`src/rtl/alu.sv`:
```
// Registered W-bit ALU following the 74x381 function table.
// Optional zf/ov flag outputs are built when ALU_FLAGS_EN is defined.
module alu #(
  parameter int W = 4
) (
  input  logic         clk,
  input  logic         reset,
  input  logic         s0,
  input  logic         s1,
  input  logic         s2,
  input  logic [W-1:0] a,
  input  logic [W-1:0] b,
  input  logic         ci,
  output logic [W-1:0] z,
  output logic         co
`ifdef ALU_FLAGS_EN
  ,
  output logic         zf,
  output logic         ov
`endif
);

  logic [2:0]   w_op;
  logic [W-1:0] w_x;
  logic [W-1:0] w_y;
  logic         w_arith;
  logic [W:0]   w_sum;
  logic [W-1:0] w_nz;
  logic         w_nco;

  logic [W-1:0] r_z;
  logic         r_co;

  assign w_op = {s2, s1, s0};

  // Pick adder operands: subtraction inverts the subtrahend, ci supplies the +1.
  always_comb begin
    w_x     = a;
    w_y     = b;
    w_arith = 1'b0;
    case (w_op)
      3'b001: begin
        w_x     = b;
        w_y     = ~a;
        w_arith = 1'b1;
      end
      3'b010: begin
        w_y     = ~b;
        w_arith = 1'b1;
      end
      3'b011: w_arith = 1'b1;
      default: ;
    endcase
  end

  assign w_sum = {1'b0, w_x} + {1'b0, w_y} + {{W{1'b0}}, ci};

  // Next result and carry; only the arithmetic ops drive a carry out.
  always_comb begin
    w_nz  = '0;
    w_nco = w_arith ? w_sum[W] : 1'b0;
    case (w_op)
      3'b000: w_nz = '0;
      3'b001: w_nz = w_sum[W-1:0];
      3'b010: w_nz = w_sum[W-1:0];
      3'b011: w_nz = w_sum[W-1:0];
      3'b100: w_nz = a ^ b;
      3'b101: w_nz = a | b;
      3'b110: w_nz = a & b;
      3'b111: w_nz = '1;
      default: w_nz = '0;
    endcase
  end

  // Output registers, cleared asynchronously.
  always_ff @(posedge clk or posedge reset) begin
    if (reset) begin
      r_z  <= '0;
      r_co <= 1'b0;
    end else begin
      r_z  <= w_nz;
      r_co <= w_nco;
    end
  end

  assign z  = r_z;
  assign co = r_co;

`ifdef ALU_FLAGS_EN
  logic w_nov;
  logic r_zf;
  logic r_ov;

  // Signed overflow: like-signed adder operands giving a differently-signed sum.
  assign w_nov = w_arith
               & (w_x[W-1] == w_y[W-1])
               & (w_sum[W-1] != w_x[W-1]);

  // Flag registers share timing and reset with z.
  always_ff @(posedge clk or posedge reset) begin
    if (reset) begin
      r_zf <= 1'b0;
      r_ov <= 1'b0;
    end else begin
      r_zf <= (w_nz == '0);
      r_ov <= w_nov;
    end
  end

  assign zf = r_zf;
  assign ov = r_ov;
`endif

endmodule

```
`config.mk`:
```
export PLATFORM = sky130hd
export DESIGN_NAME = alu
export DESIGN_NICKNAME = d
export VERILOG_FILES = /design/src/rtl/alu.sv
export SDC_FILE = /design/constraint.sdc
export NUM_CORES = 1
export LEC_CHECK = 0
export ABC_AREA = 1
export BUFFER_PORTS_ARGS = -buffer_cell sky130_fd_sc_hd__buf_2
export CELL_PAD_IN_SITES_DETAIL_PLACEMENT = 0
export CELL_PAD_IN_SITES_GLOBAL_PLACEMENT = 1
export CORE_ASPECT_RATIO = 1.1
export CORE_MARGIN = 1.5
export CORE_UTILIZATION = 30
export CTS_CLUSTER_DIAMETER = 100
export DETAILED_ROUTE_END_ITERATION = 10
export HOLD_SLACK_MARGIN = 0.02
export PLACE_DENSITY = 0.76
export RECOVER_POWER = 100
export SLEW_MARGIN = 40
export SYNTH_ARGS = -nofsm -noshare
export SYNTH_HDL_FRONTEND = slang
export SYNTH_SLANG_ARGS = --single-unit
export TNS_END_PERCENT = 100
```
`constraint.sdc`:
```
create_clock -name clk -period 1.12 [get_ports clk]
set_clock_uncertainty 0.05 [all_clocks]
set_input_delay 0.112 -clock clk [delete_from_list [all_inputs] [get_ports clk]]
set_output_delay 0.112 -clock clk [all_outputs]
set_load 0.02 [all_outputs]
```
==> results by group <==
Outcome
  • Status: finished with violations
  • Failing checks: negative setup slack

STA
  • Worst slew pin tran: between 0.2 and 0.3 ns
  • Unrepaired setup endpoints after global routing: yes
  • Fin. max-slew vios: 0
  • PnR worst setup slack: -0.504 ns
  • Final worst path period need: 1.62 ns
  • Slew margin rel.: between 80% and 90%
  • Final setup vio count: 5
  • F_max: around 620 MHz
  • Final hold viol count: 0
  • Final critical-path share of the clock period: 145%

Synthesis
  • Yosys cell types: 22
  • Area of the mapped netlist: just over 800 um2
  • Ys Warns: 0
  • Area contributors post-synth: ha_1, dfrtp_1, inv_1, nand3_1, nand2_1
  • Syn_area_per_cell: 6.85 um2
  • Mux share of post-synthesis cell area: 0%
  • EDFF count, synth: 0
  • Synth Area in Adders: a little over a fifth
  • Synth Area in Simple Gates: between 30% and 40%
  • Seq/Total Area, Yosys: 15.2%
  • Share of the synthesized area in the top cell type: ~17%
  • #FFs+latches synth: 5
  • Synth Area in Compound Gates: about 8%
  • Most frequent cell after synthesis: inv_1
  • Largest family of logic cells by synthesized area: simple AND/OR/NAND/NOR gates
  • Post-synth top area cell: ha_1
  • Post-Synth XOR/XNOR Area: 0%
  • Async SR Flop Fraction: 100%
  • Post-synthesis instance total: 120
  • Commonest cells in the netlist: inv_1, nand2_1, nand3_1
  • Ys flop type: dfrtp_1
  • Post-Syn Nets: about 150

Power
  • Psw: around 390 uW
  • Pwr/cell area: between 700 and 800 nW/um2
  • Flop pwr share: between 20% and 30%
  • Switching Share: a little over 40%
  • P_int: approximately 580 uW
  • Maximum VDD drop: 0.507 mV
  • Combinational power share: 56.0%
  • Static Leak: approximately 0.00068 uW
  • Clock share of power: a little over a fifth

Global routing
  • Tot GR Track Use: between 15 and 20%
  • Vias in the first global route: around 960
  • Antenna violations before repair: 0
  • Total congestion overflow: 0
  • First-pass GRT wire length: 3850 um
  • Largest net degree at the start of global routing: 10

Hold path
  • HP Start: s0
  • Hold crit path type: primary input to flop
  • Hold Crit Depth: 4

Placement
  • Post-Place Setup Slack: -0.881 ns
  • Post-DP HPWL: around 1800 um
  • Placed inst area: around 1100 um2
  • Dpl cells: about 190
  • Port bufs: 18
  • RD Place Congestion: just under 0.8

Die
  • Die height: approximately 58 um
  • Die X: 52.9 um
  • Initial Util: 32.3%
  • IO Pins: 19
  • Die area: between 3000 and 4000 um2
  • Row count: 19
  • Core ar.: between 2000 and 3000 um2

Clock network
  • Maximum buffer depth of the clock tree: 2
  • Clock Sinks: 5
  • Root Buffer: clkbuf_4
  • CTS tree: built
  • CTS H-tree depth: 1
  • Clock-pin slew on the worst setup and hold paths: roughly 0.04 ns
  • CTS Buf Count: 3

Drt
  • Total Wirelength: 2190 um
  • Final ANT Viol Nets: 0
  • Via Count: 940
  • First DRT Iteration DRCs: 17
  • WL per Instance: 11.3 um
  • Via/cell ratio: 4.85
  • Post-route DRC: 0
  • DRT Pass-1 Iters: 5

Finish
  • Area of the multi-input gates: between 600 and 700 um2
  • Area delta synth->final: 53.1%
  • FILL cells: around 270
  • Utilization after layout: slightly below 50%
  • Final non-filler cell area: between 1000 and 1500 um2
  • Layout net count: ~190
  • Reg area: 125 um2
  • Share of layout cells above drive strength 1: a little over two fifths
  • Diode count: 0
  • Fin cells: 194

Worst setup path
  • Worst Setup End Kind: flop
  • Crit. Startpoint: s0
  • Crit Path Category: primary input to flop
  • Worst setup SP type: primary input
  • CP Cell Sequence: buf_8, inv_8, nor2_8, nand2_4, nand2_4, inv_4, nand2_2, o21ai_2, fa_2, fa_2, or2_0, nand3_1
  • Arr. time, crit path: approximately 1.7 ns
  • CP required: 1.20 ns
  • Critical path depth: 12
  • Worst-path fanout max: 4
  • Buffers plus inverters on the worst setup path: 3
  • Crit path max-delay family: adder cells
  • Critical path's slowest cell: fa_2
  • Crit-path max cell delay: approximately 0.52 ns

Flow run
  • Maxcap violations: 0
==> kinds of logic (layout without fill, tap and decap cells) <==
family | Yosys count | after routing
flip-flops | 5 | 5
adder cells (fa/ha/maj) | 13 | 13
buffers and inverters | 31 | 74
AO/OA/AOI/OAI | 12 | 12
AND/OR/NAND/NOR | 59 | 59
==> power by group through the flow <==
stage / clock [uW] / sequential, uW / combinational, uW
after floorplan: 0 / 256 / 250
after global placement: 0 / 216 / 441
after detailed placement: 0 / 217 / 452
after CTS: 223 / 215 / 511
after global routing: 232 / 218 / 610
final: 214 / 216 / 546
==> layout by cell type, fill, tap and decap left out, types with 6 or more instances in the layout <==
master	count
nor2_1	8
buf_2	11
nand2_1	15
buf_4	22
nand3_1	10
nand2_2	6
ha_1	9
clkbuf_1	6
inv_1	22
==> repair_timing <==
| item | CTS | global route |
|---|---|---|
| gates resized for setup | 18 | 8 |
| pin swaps | 6 | 4 |
| hold buffers | 1 | 0 |
| endpoints found under the setup margin | 5 | 5 |
| buffers inserted | 2 | 1 |
| endpoints found under the hold margin | 5 | 0 |
| cloned | 0 | 0 |
==> registers in the layout, indices dropped and copies added, names as in the netlist <==
register,flops
co,1
z,4
==> area by class of cell <==
cell class,instances,share of cell area [%]
clock buffer,4,2.09
inverter,28,9.54
multi-input combinational,84,52.6
timing repair buffer,42,22.8
sequential,5,9.94
tap,31,3.08
==> routing by layer <==
layer | global-route usage, % | wire [um] | up-vias | share of wire (%)
met5 | 0 | 0 | - | 0
met4 | 9.89 | 87 | 0 | 4.0
met3 | 1.03 | 123 | 11 | 5.6
met2 | 29.8 | 1100 | 38 | 50
met1 | 19.8 | 887 | 420 | 40
li1 | - | - | 471 | -
==> per-stage QoR <==
| stage | setup TNS (ns) | power (uW) | hold WS [ns] |
|---|---|---|---|
| after detailed placement | -3.79 | 670 | -0.0344 |
| after global placement | -3.62 | 657 | -0.0431 |
| after global routing | -2.56 | 1060 | 0.270 |
| final | -2.07 | 976 | 0.234 |
| after CTS | -1.91 | 950 | 0.222 |
| after floorplan | -3.46 | 506 | -0.159 |
==> tightest hold or removal path, cell delays in order <==
cell      delay [ns]
buf_8           0.09
buf_4           0.12
o211ai_1        0.09
nand3_1         0.08
==> path summary, 6_finish.rpt <==
kind	endpoint
setup / recovery	z[1]
hold / removal	z[1]
max in group asynchronous	co
min in group asynchronous	z[1]
(Power assumes the default switching activity.)
